## config.mk

```make
export PLATFORM = sky130hd
export DESIGN_NAME = hex_scan_ctrl
export DESIGN_NICKNAME = d
export VERILOG_FILES = /design/src/rtl/hex_scan_ctrl.sv
export SDC_FILE = /design/constraint.sdc
export NUM_CORES = 1
export LEC_CHECK = 0
export CAP_MARGIN = 20
export CORE_ASPECT_RATIO = 1.2
export CORE_MARGIN = 4
export CORE_UTILIZATION = 26
export CTS_BUF_LIST = sky130_fd_sc_hd__clkbuf_4
export DETAILED_ROUTE_END_ITERATION = 12
export HOLD_SLACK_MARGIN = 0.02
export SYNTH_ARGS = -nofsm -noshare
export SYNTH_HDL_FRONTEND = slang
export SYNTH_SLANG_ARGS = --single-unit
```

## constraint.sdc

```tcl
create_clock -name CLK -period 9.5 [get_ports CLK]
set_input_delay 1.9 -clock CLK [delete_from_list [all_inputs] [get_ports CLK]]
set_output_delay 1.9 -clock CLK [all_outputs]
set_load 0.01 [all_outputs]
```

## src/rtl/hex_scan_ctrl.sv

```systemverilog
// hex_scan_ctrl: time-multiplexed hex display driver for NDIG seven-segment digits.
// A prescaler paces the digit scan. LOAD captures a new value into a shadow
// register, and that value reaches the display register only at a frame
// boundary, so a frame never shows a mix of old and new digits.
module hex_scan_ctrl #(
  parameter int unsigned NDIG = 8,
  parameter int unsigned DIV  = 100000
) (
  input  logic              CLK,
  input  logic              RST,
  input  logic [4*NDIG-1:0] VAL,
  input  logic [NDIG-1:0]   DP,
  input  logic              LOAD,
  input  logic              BLANK_LZ,
  input  logic              EN,
  output logic [7:0]        SSEG_CA,
  output logic [NDIG-1:0]   SSEG_AN,
  output logic              FRAME,
  output logic              PEND
);

  localparam int unsigned VAL_W = 4 * NDIG;
  localparam int unsigned IDX_W = (NDIG > 1) ? $clog2(NDIG) : 1;
  localparam int unsigned PRE_W = (DIV > 1) ? $clog2(DIV) : 1;

  localparam logic [PRE_W-1:0] PRE_LAST = PRE_W'(DIV - 1);
  localparam logic [IDX_W-1:0] IDX_LAST = IDX_W'(NDIG - 1);

  // Segment pattern for one hex nibble, active low, {g,f,e,d,c,b,a}
  function automatic logic [6:0] seg7(input logic [3:0] nib);
    logic [6:0] s;
    case (nib)
      4'h0:    s = 7'h40;
      4'h1:    s = 7'h79;
      4'h2:    s = 7'h24;
      4'h3:    s = 7'h30;
      4'h4:    s = 7'h19;
      4'h5:    s = 7'h12;
      4'h6:    s = 7'h02;
      4'h7:    s = 7'h78;
      4'h8:    s = 7'h00;
      4'h9:    s = 7'h10;
      4'hA:    s = 7'h08;
      4'hB:    s = 7'h03;
      4'hC:    s = 7'h46;
      4'hD:    s = 7'h21;
      4'hE:    s = 7'h06;
      default: s = 7'h0E;
    endcase
    return s;
  endfunction

  // State registers
  logic [PRE_W-1:0] presc_q,    presc_d;
  logic [IDX_W-1:0] idx_q,      idx_d;
  logic [VAL_W-1:0] shad_val_q, shad_val_d;
  logic [NDIG-1:0]  shad_dp_q,  shad_dp_d;
  logic [VAL_W-1:0] disp_val_q, disp_val_d;
  logic [NDIG-1:0]  disp_dp_q,  disp_dp_d;
  logic             pend_q,     pend_d;
  logic             frame_q,    frame_d;
  logic [NDIG-1:0]  an_q,       an_d;
  logic [7:0]       ca_q,       ca_d;

  // Scan timing decode
  logic tick_c;
  logic boundary_c;

  // Current-digit decode taken from the display register
  logic [VAL_W-1:0] disp_sh_c;
  logic [3:0]       nib_c;
  logic             dp_c;
  logic             blank_c;

  // Prescaler wrap and frame boundary detection
  always_comb begin
    tick_c     = (presc_q == PRE_LAST);
    boundary_c = tick_c && (idx_q == IDX_LAST);
  end

  // Prescaler and digit index advance
  always_comb begin
    presc_d = presc_q + PRE_W'(1);
    idx_d   = idx_q;
    if (tick_c) begin
      presc_d = '0;
      if (idx_q == IDX_LAST) begin
        idx_d = '0;
      end else begin
        idx_d = idx_q + IDX_W'(1);
      end
    end
  end

  // Shadow capture, pending flag and frame-aligned commit to the display register
  always_comb begin
    shad_val_d = shad_val_q;
    shad_dp_d  = shad_dp_q;
    disp_val_d = disp_val_q;
    disp_dp_d  = disp_dp_q;
    pend_d     = pend_q;
    frame_d    = boundary_c;
    if (LOAD) begin
      shad_val_d = VAL;
      shad_dp_d  = DP;
    end
    if (boundary_c) begin
      // A LOAD landing on the boundary bypasses the shadow and shows at once
      if (LOAD) begin
        disp_val_d = VAL;
        disp_dp_d  = DP;
      end else if (pend_q) begin
        disp_val_d = shad_val_q;
        disp_dp_d  = shad_dp_q;
      end
      pend_d = 1'b0;
    end else if (LOAD) begin
      pend_d = 1'b1;
    end
  end

  // Select the active digit's nibble, decimal point and leading-zero blanking
  always_comb begin
    disp_sh_c = disp_val_q >> {idx_q, 2'b00};
    nib_c     = 4'(disp_sh_c);
    dp_c      = 1'(disp_dp_q >> idx_q);
    // Blank when this nibble and everything above it is zero; digit 0 always shows
    blank_c   = BLANK_LZ && (idx_q != '0) && (disp_sh_c == '0);
  end

  // Anode and cathode patterns for the next cycle
  always_comb begin
    an_d = '1;
    ca_d = 8'hFF;
    if (EN) begin
      an_d = ~(NDIG'(1) << idx_q);
    end
    ca_d[7]   = ~dp_c;
    ca_d[6:0] = blank_c ? 7'h7F : seg7(nib_c);
  end

  // All state on the rising edge, asynchronous active-high reset
  always_ff @(posedge CLK or posedge RST) begin
    if (RST) begin
      presc_q    <= '0;
      idx_q      <= '0;
      shad_val_q <= '0;
      shad_dp_q  <= '0;
      disp_val_q <= '0;
      disp_dp_q  <= '0;
      pend_q     <= 1'b0;
      frame_q    <= 1'b0;
      an_q       <= '1;
      ca_q       <= 8'hFF;
    end else begin
      presc_q    <= presc_d;
      idx_q      <= idx_d;
      shad_val_q <= shad_val_d;
      shad_dp_q  <= shad_dp_d;
      disp_val_q <= disp_val_d;
      disp_dp_q  <= disp_dp_d;
      pend_q     <= pend_d;
      frame_q    <= frame_d;
      an_q       <= an_d;
      ca_q       <= ca_d;
    end
  end

  assign SSEG_AN = an_q;
  assign SSEG_CA = ca_q;
  assign FRAME   = frame_q;
  assign PEND    = pend_q;

endmodule

```

==> summary.txt, run 1 <==
Global routing
  • Antenna violations before repair: 1
  • Largest net degree at the start of global routing: a little under 70
  • Vias in the first global route: ~3700
  • Gr usage total: 0.104
  • Remaining global-route overflow: 0
  • First-pass GRT wire length: between 15000 and 20000 um

Run
  • Max capacitance violation total: 0

Critical path
  • Worst EP required: 7.60 ns
  • Crit path DAT: roughly 1.6 ns
  • Slowest-stage cell, CP: dfstp_2
  • Crit path largest cell delay: ~0.54 ns
  • CP Buf/Inv Count: 1
  • CP Max Fanout: 1
  • Critical Path End Type: primary output
  • Reg2Reg Depth: 7
  • CP top delay family: flip-flops
  • WS Path Type: flip-flop to primary output
  • FF-to-FF End: SSEG_CA[6]
  • Setup slack, reg-to-reg: ~6.2 ns
  • Cell Chain, Critical Path: clkdlybuf4s50_1
  • CP Launch Type: flip-flop
  • FF-to-FF Start: idx_q[1]
  • Critical Path Stages: 1

Run status
  • Status: complete, no violations

Cells and area
  • Commonest non-fill, non-tap cell in the layout: dfrtp_1
  • Layout cell share with drive strength beyond 1: 0.319
  • Layout fillers: just over 2000
  • Final instance area: ~0.0066 mm2
  • Final net count: 519
  • Most frequent cells in the layout: dfrtp_1 (102), mux2_2 (79), clkdlybuf4s50_1 (61)
  • Area Overhead vs Synth: 23.2%

Timing
  • Period Utilization, post-route: 0.367
  • Actual slew at the worst max-slew pin: ~0.80 ns
  • FMAX: between 200 and 300 MHz
  • Post-layout min period: 3.48 ns
  • Slew headroom: 0.465
  • Max Clock Skew: 0.0189 ns
  • Final Slew Violations: 0
  • Setup_tns: 0 ns
  • Final Hold Fails: 0
  • Setup violators final: 0
  • RSZ-0062 raised after global routing: false

Routing
  • Total Wirelength: about 11000 um
  • Routed WL per cell: 15.4 um
  • Post-route DRC: 0
  • Initial DRC Count: roughly 140
  • Vias: approximately 3400
  • Vias per Instance: around 4.6
  • DRT antenna net count: 0
  • DRT Pass-1 Iters: 4

Logic synthesis
  • Syn avg cell area: between 10 and 15 um2
  • Adder-Cell Fraction of Synth Area: 0.0305
  • Ys Warns: 0
  • Seq cells post-synth: 118
  • Post-Synthesis Cells: 393
  • Async set-reset flop share out of synthesis: 1.00
  • Largest family of logic cells by synthesized area: multiplexers
  • Post-synth EDFFs: 0
  • Post-synthesis simple-gate area fraction: 0.0855
  • Post-Syn Nets: about 450
  • Synth Area in XOR/XNOR: 0.0246
  • Register area share after synthesis: 0.557
  • Multiplexer share of the synthesized area: 0.233
  • Synth cell types: 51
  • Primary FF master, synth: dfrtp_1
  • Post-Syn Area: between 0.005 and 0.006 mm2
  • Compound-Gate Fraction of Synth Area: 0.0476

Place
  • Port buffer count: 62
  • Detailed placement HPWL: 8200 um
  • Gpl congestion: around 0.8
  • DP Area: slightly above 0.006 mm2

Pwr
  • Power per cell area: about 150 mW/mm2
  • P_leak: approximately 2.8 nW
  • VDD IR max: between 60 and 70 uV

Floorplan
  • Horiz. Die Dim: ~140 um
  • Core Area: a little over 0.02 mm2
  • Total die area: between 0.02 and 0.025 mm2
  • Initial Util: 0.264
  • Ports: 63
  • Die Height: ~160 um
  • Cell row count: 57

Worst hold path
  • Hold path endpoint: presc_q[0]
  • WHS Path Cells: 1
  • Hold Startpoint: presc_q[0]
  • HP Class: flip-flop to flip-flop

Clocking
  • Clk pin slew, worst setup/hold paths: approximately 0.12 ns
  • Worst skew pair latency: just over 0.5 ns
  • Clock sink total: 118
  • Number of CTS-inserted buffers: 17
  • PostCTS Resize Cnt: 0
  • Clk root buf: clkbuf_4
  • Hold Buf Count CTS: 0
  • H-tree depth: 4
  • CTS tree: built
  • Setup bufs post-CTS: 0
  • CTS Buffer Depth: 2
worst max path at each step:
stage | endpoint | start | slack [ns]
after global placement | disp_val_q[28] | LOAD | 5.65
final | SSEG_CA[0] | SSEG_CA[0] | 6.02
after floorplan | FRAME | RST | 4.50
after CTS | SSEG_CA[0] | SSEG_CA[0] | 5.94
after detailed placement | disp_val_q[11] | LOAD | 5.59
after global routing | SSEG_CA[5] | idx_q[1] | 5.90
sequential cells by signal, summed over array words and instances (netlist names):
signal and count:
disp_val_q 32, shad_val_q 32, presc_q 17, SSEG_AN 8
SSEG_CA 8, disp_dp_q 8, shad_dp_q 8, idx_q 3
FRAME 1, PEND 1
where the power goes:
part | internal, mW | total [mW] | switching [mW]
sequential | 0.519 | 0.524 | 0.00419
clock | 0.210 | 0.410 | 0.200
combinational | 0.0322 | 0.0586 | 0.0264
logic make-up after synthesis:
group,count (synthesis)
adders and majority gates,13
muxes,100
DFF,118
buffers and inverters,25
AOI/OAI and AO/OA,34
and+or+nand+nor,88
xor gates and xnor gates,15
cell usage after synthesis (4+ instances only):
cell type  number  area (um2)
dfrtp_1       102        2550
mux2_2         79         890
nor2_1         24        90.1
dfstp_2        16         420
ha_1           13         163
nand2_1        13        48.8
nand3_1        13        65.1
nor3_1         11        55.1
mux4_2          9         203
xor2_1          9        78.8
a21oi_1         8        40.0
mux2i_1         8        80.1
buf_1           6        22.5
buf_2           6        30.0
nor4_1          6        37.5
xnor2_1         6        52.6
inv_1           5        18.8
o21ai_0         5        25.0
a211oi_1        4        30.0
nor3b_1         4        30.0
o21ai_1         4        20.0
o221ai_1        4        35.0
per-stage QoR:
| step | setup slack (ns) | hold WS [ns] | power, mW | std cells | utilization |
|---|---|---|---|---|---|
| 2_1_floorplan | 4.50 | 0.453 | 0.563 | 393 | - |
| 3_3_place_gp | 5.65 | 0.472 | 0.591 | 706 | 0.308 |
| 3_5_place_dp | 5.59 | 0.481 | 0.593 | 706 | 0.308 |
| 4_1_cts | 5.94 | 0.499 | 1.01 | 738 | 0.324 |
| 5_1_grt | 5.90 | 0.519 | 1.04 | 740 | 0.325 |
| 6_report | 6.02 | 0.498 | 0.992 | 740 | 0.325 |
per-layer routing:
metal / up-vias / routed length (um) / track usage
li1: 1576 / - / -
met1: 1696 / 4740 / 0.116
met2: 93 / 5810 / 0.183
met3: 18 / 552 / 0.0316
met4: 0 / 257 / 0.0520
met5: - / 0 / 0
final cells by class:
cell class / count / area (um2) / share of cell area
clock inverters: 15 / 204 / 0.0310
inverters: 7 / 28.8 / 0.00437
diodes: 1 / 2.50 / 0.000380
flip-flops and latches: 118 / 2970 / 0.452
clock buffers: 17 / 128 / 0.0194
well taps: 265 / 332 / 0.0504
repair buffers: 67 / 653 / 0.0993
multi-input cells: 250 / 2260 / 0.343
(Power assumes the default switching activity.)
==> run 2: changes to the inputs <==
clock period = 3.1 ns   (was 9.5 ns; I/O delays follow)
==> run 2 against run 1 <==
Net effect:
- via count up 0.50%
- sequential power rose to 3.1 times the previous value
- clock power grew to 2.8 times the previous value
- combinational power grew to 3.1 times the previous value
- core utilization grew 0.27 points
- largest cell class unchanged
- highest routed layer unchanged
==> summary.txt, run 2 (same netlist as run 1, synthesis figures left out) <==
Pwr
  • Internal cell power: 2.25 mW (+200%)
  • VDD IR max: 162 uV (+140%)
  • Pwr Total: 2.93 mW (+200%)
  • Combinational power share: 0.063 (+0.004)
  • Power share of the sequential group: 0.547 (+0.019)
  • Sw frac: 0.232 (-0.000666)
  • Psw: 0.680 mW (+190%)
  • P_leak: 2.83 nW (+0.48%)
  • Clock Power Share: 0.390 (-0.023)
  • Power per cell area: 442 mW/mm2 (+190%)

Routing
  • Post-route DRC: 0 (unchanged)
  • Total Wirelength: 11500 um (+1.5%)
  • Routed WL per cell: 15.4 um (+0.55%)
  • DRT antenna net count: 0 (unchanged)
  • Vias: 3400 (+0.50%)
  • DRT Pass-1 Iters: 4 (unchanged)
  • Vias per Instance: 4.55 (-0.44%)
  • Initial DRC Count: 270 (+88%)

Place
  • Detailed placement HPWL: 8500 um (+3.6%)
  • Gpl congestion: 0.881 (+9.8%)
  • Pre-CTS setup slack: 0.418 ns (-5.17 ns)
  • Port buffer count: 62 (unchanged)

Clocking
  • CTS tree: built
  • Clk pin slew, worst setup/hold paths: 0.11 ns (about the same)
  • Worst skew pair latency: 0.51 ns (about the same)
  • Clk root buf: clkbuf_4
  • Hold Buf Count CTS: 0 (unchanged)
  • Clock sink total: 118 (unchanged)
  • CTS Buffer Depth: 2 (unchanged)
  • Setup bufs post-CTS: 0 (unchanged)
  • H-tree depth: 4 (unchanged)
  • Number of CTS-inserted buffers: 17 (unchanged)
  • PostCTS Resize Cnt: 0 (unchanged)

Floorplan
  • Total die area: 0.0229 mm2 (unchanged)
  • Horiz. Die Dim: 139 um (unchanged)
  • Core Area: 0.0203 mm2 (unchanged)
  • Die Height: 165 um (unchanged)
  • Initial Util: 0.264 (unchanged)
  • Ports: 63 (unchanged)
  • Cell row count: 57 (unchanged)

Critical path
  • CP Launch Type: flip-flop
  • Crit path DAT: 3.14 ns (+1.56 ns)
  • CP Max Fanout: 16 (+15)
  • Critical Path End Type: flip-flop
  • Worst EP required: 3.53 ns (-4.07 ns)
  • WS Path Type: flip-flop to flip-flop

Run
  • Max capacitance violation total: 0 (unchanged)

Timing
  • Max Clock Skew: 0.0205 ns (+0.00160 ns)
  • Setup_tns: 0 ns (unchanged)
  • Actual slew at the worst max-slew pin: 0.624 ns (-0.178 ns)
  • Slew headroom: 0.584 (+0.119)
  • Final worst setup slack: 0.391 ns (-5.62 ns)
  • Setup violators final: 0 (unchanged)
  • Period Utilization, post-route: 0.874
  • Final Hold Fails: 0 (unchanged)
  • FMAX: 369 MHz
  • Final Slew Violations: 0 (unchanged)
  • Hold Slack: 0.491 ns (-0.00697 ns)
  • Post-layout min period: roughly 2.7 ns
  • RSZ-0062 raised after global routing: false

Global routing
  • Gr usage total: 0.106 (+0.00121)
  • Largest net degree at the start of global routing: 119 (+75%)
  • First-pass GRT wire length: 19000 um (+0.81%)
  • Remaining global-route overflow: 0 (unchanged)
  • Antenna violations before repair: 1 (unchanged)
  • Vias in the first global route: 3614 (-2.3%)

Cells and area
  • Largest registers: disp_val_q (32), shad_val_q (32), presc_q (17)
  • Layout cell share with drive strength beyond 1: 0.324 (+0.00576)
  • Most frequent cells in the layout: dfrtp_1 (102), mux2_2 (79), clkdlybuf4s50_1 (61)
  • Final net count: 526 (+1.3%)
  • Area Overhead vs Synth: 24.3%
  • Commonest non-fill, non-tap cell in the layout: dfrtp_1

Run status
  • Status: complete, no violations

Worst hold path
  • HP Class: flip-flop to flip-flop
[run 2: cell types whose count changed in the layout (fill, tap and decap cells not counted), moves of 2 or more]
cell / before / now
clkinv_4: 4 / 0
clkinv_1: 1 / 3
buf_4: 5 / 9
buf_12: 0 / 3
clkinvlp_4: 4 / 8
[run 2: power by group through the flow]
stage	Sequential (mW)	Combinational (mW)	Clock [mW]
detailed placement	1.63	0.191	0
floorplan	1.63	0.0962	0
global route	1.61	0.206	1.25
global placement	1.63	0.188	0
CTS	1.61	0.192	1.18
finish	1.60	0.184	1.14
[run 2: worst paths after layout]
check,start,end,slack (ns),cells past startpoint
worst max-delay path,idx_q[0],SSEG_CA[5],0.39,6
worst min-delay path,presc_q[0],presc_q[0],0.49,1
worst max register to register,idx_q[0],SSEG_CA[5],0.39,6
worst min register to register,presc_q[0],presc_q[0],0.49,1
max in group asynchronous,RST,presc_q[4],1.99,3
min in group asynchronous,RST,disp_val_q[10],0.62,3
[run 2: worst max-delay path, stage by stage, from the launching register on]
cell	delay, ns
dfrtp_1	0.66
buf_4	0.31
mux4_2	0.55
mux2i_4	0.44
and2_4	0.27
o2111ai_4	0.15
o221ai_1	0.25
[run 2: routing by layer]
layer / GRT usage / vias to the layer above / part of all wire / wire (um)
met2: 0.183 / 91 / 0.52 / 5990
li1: - / 1584 / - / -
met5: 0 / - / 0 / 0
met1: 0.126 / 1709 / 0.42 / 4850
met4: 0.0400 / 0 / 0.018 / 212
met3: 0.0290 / 16 / 0.042 / 484
[run 2: area by class of cell]
class | instances | area [um2]
Antenna cell | 1 | 2.50
Sequential cell | 118 | 2970
Clock buffer | 18 | 135
Fill cell | 2059 | 13600
Timing Repair Buffer | 74 | 743
Clock inverter | 14 | 160
Multi-Input combinational cell | 250 | 2260
Tap cell | 265 | 332
Inverter | 7 | 30.0
[run 2: through the flow]
step                       util  area, um2  instances
after floorplan               -       5340        393
after global placement    0.313       6340        714
after detailed placement  0.313       6340        714
after CTS                 0.327       6630        746
after global routing      0.328       6640        747
final                     0.328       6640        747
==> run 3: changes to the inputs <==
ABC_AREA = 1   (was default)
CORE_ASPECT_RATIO = default   (was 1.2)
CTS_CLUSTER_DIAMETER = 150   (was default)
==> run 3 against run 2 <==
Net effect:
- core utilization fell by 1.1 points
- maximum frequency rose by 6.7%
- non-clock buffer count is 3 lower
- sequential cell count unchanged
- clock skew hardly changed
- count of clock-buffer cells in the layout stayed put
- sequential power is essentially flat
- register-to-register slack better by 0.17 ns
- via count increased by 46%
- worst setup slack gained 0.17 ns
- synthesized cell count is 100% higher
- routed wire length grew 26%
==> summary.txt, run 3 <==
Run status
  • Status: complete, no violations

Logic synthesis
  • Area share of the largest cell type after synthesis: 0.406 (-0.0718)
  • Post-Synthesis Cells: 789 (+100%)
  • Post-synth EDFFs: 0 (unchanged)
  • Most numerous cell in the Yosys netlist: nand2_1
  • Synth cell types: 35 (-31%)
  • Biggest area consumer among synthesized cells: dfrtp_1
  • Ys Warns: 0 (unchanged)
  • Syn avg cell area: 7.97 um2 (-41%)
  • Synth top cells by count: nand2_1 (254), dfrtp_1 (102), inv_1 (84), nand3_1 (54), nand2_2 (41)
  • Post-Syn Nets: 847 (+88%)
  • Register area share after synthesis: 0.473 (-0.0837)
  • Area contributors post-synth: dfrtp_1 (41%), nand2_1 (15%), dfstp_2 (6.7%), o21ai_2 (5.6%), inv_1 (5.0%)
  • Primary FF master, synth: dfrtp_1
  • Seq cells post-synth: 118 (unchanged)
  • Async set-reset flop share out of synthesis: 1.00 (unchanged)
  • Post-Syn Area: 0.00628 mm2 (+18%)

Critical path
  • Slowest-stage cell, CP: dfrtp_1
  • Worst EP required: 3.58 ns (+0.05 ns)
  • Crit path largest cell delay: 0.52 ns (-0.14 ns)
  • FF-to-FF Start: idx_q[0]
  • Most frequent CP cell: nand2_1
  • Setup slack, reg-to-reg: 0.56 ns (+0.17 ns)
  • Critical Path End Type: flip-flop
  • CP Max Fanout: 37 (+21)
  • FF-to-FF End: SSEG_CA[3]
  • WS Path Type: flip-flop to flip-flop
  • Crit path DAT: 3.02 ns (-0.12 ns)
  • CP Launch Type: flip-flop
  • Reg2Reg Depth: 16 (+10)
  • Cell Chain, Critical Path: buf_4 > nand2_1 > nand2_1 > nand2_1 > nand3_1 > nand2_1 > inv_1 > ha_1 > nand2_1 > nor2_1 > o21ai_0 > inv_1 > nand2_1 > nor2_1 > nand3_2 > nand2_1

Routing
  • DRT Pass-1 Iters: 4 (unchanged)
  • Initial DRC Count: 264 (-2.2%)
  • Vias per Instance: 4.22 (-7.4%)
  • DRT antenna net count: 0 (unchanged)
  • Post-route DRC: 0 (unchanged)
  • Total Wirelength: 14500 um (+26%)
  • Routed WL per cell: 12.3 um (-20%)
  • Vias: 4970 (+46%)

Clocking
  • PostCTS Resize Cnt: 0 (unchanged)
  • Clk root buf: clkbuf_4
  • Clock sink total: 118 (unchanged)
  • Clk pin slew, worst setup/hold paths: 0.11 ns (about the same)
  • H-tree depth: 4 (unchanged)
  • CTS Buffer Depth: 2 (unchanged)
  • Number of CTS-inserted buffers: 17 (unchanged)
  • CTS tree: built
  • Hold Buf Count CTS: 0 (unchanged)
  • Worst skew pair latency: 0.55 ns (+0.04 ns)
  • Setup bufs post-CTS: 0 (unchanged)

Timing
  • FMAX: 394 MHz (+6.7%)
  • Final Hold Fails: 0 (unchanged)
  • Final Slew Violations: 0 (unchanged)
  • Max Clock Skew: 0.0209 ns (+0.000363 ns)
  • Actual slew at the worst max-slew pin: 0.612 ns (-0.0127 ns)
  • Setup violators final: 0 (unchanged)
  • Slew headroom: 0.592 (+0.00848)
  • Setup_tns: 0 ns (unchanged)
  • RSZ-0062 raised after global routing: false
  • Post-layout min period: 2.54 ns (-0.170 ns)
  • Period Utilization, post-route: 0.819 (-0.0548)
  • Final worst setup slack: 0.560 ns (+0.170 ns)
  • Hold Slack: 0.372 ns (-0.119 ns)

Cells and area
  • Final net count: 905 (+72%)
  • Layout fillers: 2555 (+24%)
  • Final core occ: 0.316 (-0.0111)
  • Most frequent cells in the layout: nand2_1 (254), dfrtp_1 (102), inv_1 (83)
  • Largest registers: disp_val_q (32), shad_val_q (32), presc_q (17)
  • Area Overhead vs Synth: 18.9%
  • Layout Cells excl Fill: 1179 (+58%)
  • Layout cell share with drive strength beyond 1: 0.214 (-0.110)
  • Commonest non-fill, non-tap cell in the layout: nand2_1
  • ANT cells: 0 (-1)
  • Final instance area: 0.00747 mm2 (+13%)

Floorplan
  • Total die area: 0.0267 mm2 (+17%)
  • Die Height: 163 um (-0.92%)
  • Initial Util: 0.266 (+0.00251)
  • Cell row count: 56 (-1.8%)
  • Horiz. Die Dim: 163 um (+18%)
  • Core Area: 0.0236 mm2 (+17%)
  • Ports: 63 (unchanged)

Global routing
  • Largest net degree at the start of global routing: 81 (-32%)
  • GR Layer Usage met2: 0.183 (-0.000334)
  • Remaining global-route overflow: 0 (unchanged)
  • Vias in the first global route: 4962 (+37%)
  • First-pass GRT wire length: 24400 um (+29%)
  • Gr usage total: 0.115 (+0.00905)
  • Routing usage on met1: 0.152 (+0.0268)
  • GR met3 Demand/Resource: 0.0353 (+0.00637)
  • Global routing's busiest layer: met2
  • Antenna violations before repair: 0 (-1)

Pwr
  • P_leak: 3.65 nW (+29%)
  • VDD IR max: 182 uV (+13%)
  • Pwr Total: 2.96 mW (+0.82%)
  • Power per cell area: 395 mW/mm2 (-10%)

Place
  • DP Area: 0.00718 mm2 (+13%)
  • Port buffer count: 62 (unchanged)
  • Detailed placement HPWL: 10800 um (+27%)
  • Gpl congestion: 0.898 (+2.0%)
  • Pre-CTS setup slack: 0.588 ns (+0.170 ns)
  • Placed Instances: 1147 (+61%)

Run
  • Max capacitance violation total: 0 (unchanged)

Worst hold path
  • HP Class: input port to async pin
## run 3: changes by cell type after synthesis, moves of 9 or more
cell | previous run | this run
inv_2 | 1 | 38
inv_1 | 5 | 84
o21ai_2 | 0 | 40
mux4_2 | 9 | 0
nand2_2 | 0 | 41
mux2_2 | 79 | 0
nor2_1 | 24 | 40
o21ai_0 | 5 | 21
nand2_1 | 13 | 254
nand3_1 | 13 | 54
clkbuf_1 | 3 | 13
## run 3: layout make-up
class | instances | area (um2) | share of cell area
clock inverters | 14 | 159 | 0.0213
clock buffers | 18 | 135 | 0.0181
multi-input cells | 517 | 2640 | 0.353
inverters | 122 | 462 | 0.0618
repair buffers | 71 | 708 | 0.0948
well taps | 319 | 399 | 0.0534
flip-flops and latches | 118 | 2970 | 0.398
## run 3: logic make-up (layout without fill, tap and decap cells)
family | Yosys count | count (layout) | synth area share
xor gates and xnor gates | 7 | 7 | 0.00976
AOI/OAI and AO/OA | 77 | 77 | 0.0868
DFF | 118 | 118 | 0.473
adders and majority gates | 13 | 13 | 0.0259
and+or+nand+nor | 420 | 420 | 0.297
buffers and inverters | 154 | 225 | 0.108
## run 3: critical path, delay by kind of cell, from the launching register on
kind | cells | cell delay [ns]
DFF | 1 | 0.52
adders and majority gates | 1 | 0.19
buffers and inverters | 3 | 0.60
and+or+nand+nor | 11 | 1.07
AOI/OAI and AO/OA | 1 | 0.09
## run 3: metal layers
layer  vias to the layer above  routed length (um)
met4                         0                 138
met3                        13                 719
met1                      2327                6820
met5                         -                   0
met2                        93                6800
li1                       2537                   -
## run 3: how the worst max path moves through the flow
stage	start	to	slack, ns	cells past startpoint
after global routing	idx_q[0]	SSEG_CA[4]	0.21	16
final	idx_q[0]	SSEG_CA[3]	0.56	16
after CTS	idx_q[0]	SSEG_CA[6]	0.57	16
after global placement	idx_q[0]	SSEG_CA[3]	0.69	16
after floorplan	idx_q[0]	SSEG_CA[0]	0.99	16
after detailed placement	idx_q[0]	SSEG_CA[6]	0.59	16
## run 3: power breakdown
| part | switching (mW) | internal [mW] | total (mW) |
|---|---|---|---|
| registers | 0.0117 | 1.59 | 1.60 |
| clock network | 0.610 | 0.559 | 1.17 |
| logic | 0.112 | 0.0764 | 0.189 |
| total | 0.734 | 2.22 | 2.96 |
